--- src/rtl/bram_rd_streamer.sv ---
// bram_rd_streamer: reads a burst of consecutive words from a single-port BRAM
// with a one-cycle registered read and streams them out on a valid/ready port.
// A 2-entry FIFO absorbs the read latency so that one word per cycle is
// sustained while m_ready stays high.
//
// Ports:
//   a_clk, rst        clock and synchronous active-high reset
//   start             one-cycle burst request, only honoured while idle
//   base_addr, len    first address and word count (0..2**ADDR_WIDTH), taken with start
//   busy, done        burst in progress / one-cycle completion pulse
//   mem_en, mem_addr  BRAM read enable and address (address wraps modulo depth)
//   mem_wr, mem_data_in  BRAM write side, tied off
//   mem_data_out      BRAM read data, valid the cycle after a mem_en edge
//   m_data, m_valid, m_ready, m_last  output stream
module bram_rd_streamer #(
    parameter int unsigned DATA_WIDTH = 8,
    parameter int unsigned ADDR_WIDTH = 4
) (
    input  logic                  a_clk,
    input  logic                  rst,
    input  logic                  start,
    input  logic [ADDR_WIDTH-1:0] base_addr,
    input  logic [ADDR_WIDTH:0]   len,
    output logic                  busy,
    output logic                  done,
    output logic                  mem_en,
    output logic [ADDR_WIDTH-1:0] mem_addr,
    output logic                  mem_wr,
    output logic [DATA_WIDTH-1:0] mem_data_in,
    input  logic [DATA_WIDTH-1:0] mem_data_out,
    output logic [DATA_WIDTH-1:0] m_data,
    output logic                  m_valid,
    input  logic                  m_ready,
    output logic                  m_last
);

    localparam int unsigned CNT_W = ADDR_WIDTH + 1;

    typedef enum logic [1:0] {
        ST_IDLE = 2'd0,
        ST_RUN  = 2'd1,
        ST_DONE = 2'd2
    } state_t;

    state_t                  state_q, state_d;
    logic [ADDR_WIDTH-1:0]   base_q, base_d;
    logic [CNT_W-1:0]        len_q, len_d;
    logic [CNT_W-1:0]        issued_q, issued_d;
    logic                    inflight_q, inflight_d;
    logic                    inflight_last_q, inflight_last_d;

    logic [DATA_WIDTH-1:0]   fifo_data_q [2];
    logic [1:0]              fifo_last_q;
    logic                    wr_ptr_q;
    logic                    rd_ptr_q;
    logic [1:0]              occ_q;

    logic                    pop_c;
    logic                    push_c;
    logic                    mem_en_c;
    logic                    head_last_c;
    logic [2:0]              pending_c;

    // Credit check: words held or in flight after this cycle's pop must leave room.
    always_comb begin
        pop_c       = (occ_q != 2'd0) && m_ready;
        push_c      = inflight_q;
        head_last_c = fifo_last_q[rd_ptr_q];
        pending_c   = 3'(occ_q) + 3'(inflight_q) - 3'(pop_c);
        mem_en_c    = (state_q == ST_RUN) && (issued_q < len_q) && (pending_c < 3'd2);
    end

    // Next-state and burst bookkeeping.
    always_comb begin
        state_d         = state_q;
        base_d          = base_q;
        len_d           = len_q;
        issued_d        = issued_q;
        inflight_d      = mem_en_c;
        inflight_last_d = mem_en_c && (issued_q == (len_q - CNT_W'(1)));
        case (state_q)
            ST_IDLE: begin
                if (start) begin
                    base_d   = base_addr;
                    len_d    = len;
                    issued_d = '0;
                    state_d  = (len == '0) ? ST_DONE : ST_RUN;
                end
            end
            ST_RUN: begin
                if (mem_en_c) begin
                    issued_d = issued_q + CNT_W'(1);
                end
                if (pop_c && head_last_c) begin
                    state_d = ST_DONE;
                end
            end
            ST_DONE: begin
                state_d = ST_IDLE;
            end
            default: begin
                state_d = ST_IDLE;
            end
        endcase
    end

    // State and control registers.
    always_ff @(posedge a_clk) begin
        if (rst) begin
            state_q         <= ST_IDLE;
            base_q          <= '0;
            len_q           <= '0;
            issued_q        <= '0;
            inflight_q      <= 1'b0;
            inflight_last_q <= 1'b0;
        end else begin
            state_q         <= state_d;
            base_q          <= base_d;
            len_q           <= len_d;
            issued_q        <= issued_d;
            inflight_q      <= inflight_d;
            inflight_last_q <= inflight_last_d;
        end
    end

    // Output FIFO; a word is captured only when a read was issued last cycle,
    // so a read launched just before reset is dropped.
    always_ff @(posedge a_clk) begin
        if (rst) begin
            fifo_data_q[0] <= '0;
            fifo_data_q[1] <= '0;
            fifo_last_q    <= '0;
            wr_ptr_q       <= 1'b0;
            rd_ptr_q       <= 1'b0;
            occ_q          <= '0;
        end else begin
            if (push_c) begin
                fifo_data_q[wr_ptr_q] <= mem_data_out;
                fifo_last_q[wr_ptr_q] <= inflight_last_q;
                wr_ptr_q              <= ~wr_ptr_q;
            end
            if (pop_c) begin
                rd_ptr_q <= ~rd_ptr_q;
            end
            case ({push_c, pop_c})
                2'b10:   occ_q <= occ_q + 2'd1;
                2'b01:   occ_q <= occ_q - 2'd1;
                default: occ_q <= occ_q;
            endcase
        end
    end

    assign busy        = (state_q != ST_IDLE);
    assign done        = (state_q == ST_DONE);
    assign mem_en      = mem_en_c;
    assign mem_addr    = base_q + issued_q[ADDR_WIDTH-1:0];
    assign mem_wr      = 1'b0;
    assign mem_data_in = '0;
    assign m_valid     = (occ_q != 2'd0);
    assign m_data      = fifo_data_q[rd_ptr_q];
    assign m_last      = m_valid && head_last_c;

endmodule

--- config.mk ---
export PLATFORM = sky130hd
export DESIGN_NAME = bram_rd_streamer
export DESIGN_NICKNAME = d
export VERILOG_FILES = /design/src/rtl/bram_rd_streamer.sv
export SDC_FILE = /design/constraint.sdc
export NUM_CORES = 1
export LEC_CHECK = 0
export ABC_AREA = 1
export CORE_MARGIN = 8
export CORE_UTILIZATION = 51
export DETAILED_ROUTE_END_ITERATION = 16
export PLACE_DENSITY = 0.8
export SYNTH_ARGS = -nofsm -noshare
export SYNTH_HDL_FRONTEND = slang
export SYNTH_SLANG_ARGS = --single-unit
--- constraint.sdc ---
create_clock -name a_clk -period 2.4 [get_ports a_clk]
set_input_delay 0.24 -clock a_clk [delete_from_list [all_inputs] [get_ports a_clk]]
set_output_delay 0.24 -clock a_clk [all_outputs]
set_load 0.1 [all_outputs]
======== Word level (Yosys, flattened, before mapping) ========
Memory sizes are Yosys's and may differ from the RTL's. A register that Yosys moved wholly into a read port is not among the register bits.
Index checks and enable logic that the tools add are counted.
storage, ports and cells
  bits in writable memories ............... 16
  memories ................................ 1
  register bits after elaboration ......... 24
  latch bits .............................. 0
  memory bits (read-only) ................. 0
  output and inout bits ................... 26
  bits of input ports ..................... 21
memory list
  memory       depth  bits a word  read ports  clocked after memory_dff  write ports  line  source
  fifo_data_q  2      8            1           1                         2            52    logic [DATA_WIDTH-1:0] fifo_data_q [2];
operators by class
  shift-type cells ........................ 0
  bitwise operators ....................... 2
  $add $sub $neg .......................... 7
  multiply operators ...................... 0
  multiplexer cells ....................... 23
  reduce and logical (&&, ||, !) cells .... 17
  divide/modulo/power cells ............... 0
  magnitude comparators ................... 5
  eq/ne operators ......................... 8
operator list
  operator                                                                      count
  1-bit two-way mux                                                             12
  5-bit two-way mux                                                             2
  5-bit one-hot mux with 2 select lines                                         1
  8-bit two-way mux                                                             1
  2-bit one-hot mux with 2 select lines                                         2
  2-bit nonzero test                                                            4
  8-bit OR reduction                                                            1
  1-bit logical AND                                                             7
  2-bit two-way mux                                                             3
  5-bit by 1-bit adder with 5-bit output, second input constant                 1
  5-bit == test                                                                 1
  5-bit logical NOT                                                             1
  5-bit less-than comparator                                                    1
  5-bit by 1-bit subtractor with 5-bit output, second input constant            1
  4-bit adder                                                                   1
  2-bit by 1-bit == test with 1-bit output, second input constant               2
  2-bit == test, second input constant                                          2
  1-bit by 2-bit less-than comparator with 1-bit output, second input constant  2
  2-bit != test, second input constant                                          2
  2-bit AND reduction                                                           2
  2-bit by 1-bit adder with 3-bit output                                        1
  3-bit by 2-bit less-than comparator with 1-bit output, second input constant  1
  3-bit AND reduction                                                           1
  3-bit by 1-bit subtractor with 3-bit output                                   1
  other kinds (8)                                                               9

======== Longest topological paths before layout ========
  word-level depth ........................ 7
  depth in mapped cells ................... 17
  gate-level depth less buffers ........... 17

======== Worst setup path before layout ========
OpenSTA, ideal clock, no wires.
  path kind ............................... register to output
  start point ............................. register issued_q[0]
  end point ............................... output port mem_addr[2]
  cell stages (with the launch flop) ...... 5
  slack ................................... -399 ps
  arrival time ............................ 2,559 ps
  cell sequence ........................... dfxtp_1 > ha_1 > inv_1 > fa_1 > xnor2_1
between the ends
  longest elaborated chain between the ends .. 1
ends and longest elaborated chain
  item                    line  source
  from (decl)             48    logic [CNT_W-1:0] issued_q, issued_d;
  from (signal assigned)  120   issued_q <= issued_d;
  4-bit adder             156   assign mem_addr = base_q + issued_q[ADDR_WIDTH-1:0];
  to (decl)               27    output logic [ADDR_WIDTH-1:0] mem_addr,
Every way passes these cells.

======== Worst setup path after layout ========
  start point ............................. register occ_q[0]
  end point ............................... output port mem_en
between the ends
  longest elaborated chain between the ends .. 5
ends and longest elaborated chain
  item                                                                                            line  source
  from (decl)                                                                                     56    logic [1:0] occ_q;
  from (signal assigned)                                                                          146   2'b10: occ_q <= occ_q + 2'd1;
  from (signal assigned)                                                                          147   2'b01: occ_q <= occ_q - 2'd1;
  from (signal assigned)                                                                          148   default: occ_q <= occ_q;
  parallel branches: the longest is 2 deep, another holds 2-bit by 1-bit adder with 3-bit output  --
  3-bit by 1-bit subtractor with 3-bit output *                                                   69    pending_c = 3'(occ_q) + 3'(inflight_q) - 3'(pop_c);
  3-bit by 2-bit less-than comparator with 1-bit output *                                         70    mem_en_c = (state_q == ST_RUN) && (issued_q < len_q) && (pending_c < 3'd2);
  1-bit logical AND *                                                                             70
  to (decl)                                                                                       26    output logic mem_en,
Mark *: on every way between the ends.

==> reports/metrics.yaml <==
drt:
  met1Wirelength_um: 2300
  drt-pass1-iter-count: 4
  via_per_inst: 5.04
  num_vias: 1975
  dr_wl_met3_um: 231
  ant_nets: 0
  wl_per_cell_um: 14.0
  dr_wl_met2_um: 2870
  drc: 0
  finalWirelength_um: 5480
  drt_iter0_markers: 90
  routed.top_layer: "met4"
pwr:
  cellPowerDensity_nw_per_um2: 757
  seqPwrFrac_pct: 35.2
  power.switching_mw: 0.850
  combPwrFrac_pct: 35.7
  swShare_pct: 36.9
  intPower_mw: 1.46
  peakVddDrop_uv: 483
  p_leak_nw: 1.42
  p_clk_share_pct: 29.0
final_layout:
  antenna_cells: 0
  design_area_um2: 3040
  layout.nets: 372
  area_growth_pct: 37.2
  most-common-layout-cells: "buf_4 (48), nor2_1 (45), inv_1 (36)"
  drive_above_1_share_pct: 27.9
  mostFrequentLayoutCell: "buf_4"
  final_util_pct: 71.4
  fillCellCount: 326
place:
  gp_congestion: 0.808
  pre_cts_ws_ns: -0.269
  dp_hpwl_um: 3530
  port_buffers: 37
  placed_area_um2: 2650
synthesis:
  synthCells: 268
  ys_seq_elements: 41
  ys_warn_count: 0
  syn-cell-area_um2: 2220
  synthTopCellsByArea: "dfxtp_1 (23%), edfxtp_1 (22%), nor2_1 (8.0%)"
  synth_top_cell_area_share_pct: 22.6
  async_flop_share_pct: 0
  syn-mean-instance-area_um2: 8.28
  synth-edff-count: 16
  synth_seq_area_share_pct: 44.2
  synth-main-ff-cell: "dfxtp_1"
  synth_cell_types: 34
  synth_area_leader_cell: "dfxtp_1"
min_path:
  hp-class: "reg -> reg"
worst_setup_path:
  critPathCaptureType: "primary output"
  critPathArrivalTime_ns: 2.24
  worstSetupStartpointType: "register"
  critical_path.max_fanout: 3
  crit_type: "reg -> out"
  cp_data_required_time_ns: 2.16
global_routing:
  grt_pass1_vias: 1953
  antenna_found_initial: 0
  grt_max_degree: 22
  overflow: 0
  track_usage_pct: 17.2
  grt_pass1_wl_um: 8920
floorplan:
  fp.dieH_um: 82.0
  dieArea_um2: 6720
  die_w_um: 82.0
  ioPinCount: 47
  floorplan.initialDensity_pct: 52.0
  rows: 24
  coreArea_um2: 4260
outcome:
  outcome: "finished, violations left"
  violations: "setup timing"
timing:
  skew_ns: 0.00533
  slew_violations: 0
  rsz0062_at_grt: "true"
  fin_ws_ns: -0.0763
  hold_violations: 0
  timing.final.crit_share_pct: 103
  fmax_mhz: 404
  setup_tns_ns: -0.0763
  setup_viol: 1
  fin_crit_ns: 2.48
cts:
  numCtsBuffers: 5
  insertion_delay_ns: 0.30
  htree_levels: 2
  clk_pin_slew_ns: 0.08
  tritoncts: "yes"
  cts_sinks: 41
  clock_path_buffers: 2
  cts_root_buf: "clkbuf_8"
flow_run:
  maxCapViolations: 0
-- area by class of cell --
| type | instances | area, um2 | share of cell area [%] |
|---|---|---|---|
| Clock inverter | 3 | 68.8 | 2.26 |
| Sequential cell | 41 | 986 | 32.4 |
| Clock buffer | 5 | 68.8 | 2.26 |
| Tap cell | 52 | 65.1 | 2.14 |
| Inverter | 43 | 164 | 5.39 |
| Timing Repair Buffer | 72 | 639 | 21.0 |
| Multi-Input combinational cell | 176 | 1050 | 34.5 |
-- sequential cells by signal, indices dropped and copies added (netlist names), named ones only --
signal           cells
rd_ptr_q             1
wr_ptr_q             1
len_q                5
issued_q             5
fifo_last_q          2
fifo_data_q         16
state_q              2
base_q               4
inflight_last_q      1
inflight_q           1
occ_q                2
-- layer usage --
| layer | GRT usage, % | up-vias |
|---|---|---|
| li1 | - | 985 |
| met1 | 19.3 | 937 |
| met2 | 31.1 | 46 |
| met3 | 3.39 | 7 |
| met4 | 7.19 | 0 |
| met5 | 0 | - |
-- worst max-delay path: stages, from the launching register on --
cell	delay, ns
dfxtp_4	0.37
nor2_4	0.14
nor2_4	0.05
nand2_2	0.09
buf_4	0.11
buf_4	0.09
inv_1	0.04
fa_1	0.49
nand2_1	0.06
a21oi_2	0.15
nand3_4	0.10
inv_4	0.07
buf_12	0.16
-- metrics by stage --
step | hold slack [ns] | power [mW] | instances
after floorplan | 0.309 | 1.40 | 276
after global placement | 0.459 | 1.57 | 356
after detailed placement | 0.465 | 1.59 | 356
after CTS | 0.475 | 2.30 | 396
after global routing | 0.507 | 2.39 | 392
final | 0.474 | 2.30 | 392
-- path summary, 6_finish.rpt --
path / start / to / slack, ns / cells past startpoint
hold / removal: inflight_last_q / fifo_last_q[0] / 0.47 / 2
setup / recovery: occ_q[0] / mem_en / -0.08 / 12
hold reg to reg: inflight_last_q / fifo_last_q[0] / 0.47 / 2
setup reg to reg: occ_q[0] / issued_q[1] / 0.12 / 15
-- synthesized netlist by cell type (2+ instances only) --
master / number
or2_2: 2
ha_1: 10
xor2_1: 3
nand2_2: 2
edfxtp_1: 16
a21oi_1: 16
nor3_1: 2
xnor2_1: 4
inv_1: 40
nand3_1: 13
dfxtp_1: 25
buf_2: 4
nand2_1: 31
o21ai_0: 16
nor2_1: 47
fa_1: 2
buf_4: 9
mux2_2: 8
inv_2: 3
-- power by group through the flow --
stage                     clock network [mW]  registers, mW  logic (mW)
after global routing                   0.696          0.819       0.872
after global placement                     0          0.823       0.749
after CTS                              0.677          0.811       0.816
after floorplan                            0          0.811       0.588
final                                  0.669          0.812       0.823
after detailed placement                   0          0.826       0.760
-- cell families (layout without fill, tap and decap cells) --
logic type | Yosys count | count (layout) | synth area share, %
buffers and inverters | 59 | 123 | 12.1
DFF | 41 | 41 | 44.2
AOI/OAI and AO/OA | 36 | 36 | 8.35
xor gates and xnor gates | 7 | 7 | 2.76
muxes | 8 | 8 | 4.06
and+or+nand+nor | 104 | 104 | 20.9
other | 1 | 9 | 0.169
adders and majority gates | 12 | 12 | 7.45
-- what timing repair did --
action                     in CTS  in global routing
buffers inserted               32                  1
hold buffers                    0                  0
setup endpoints to repair       1                 11
pin swaps                       6                  7
resized for setup               9                 12
No activity file was read; power rests on OpenSTA's default activity.
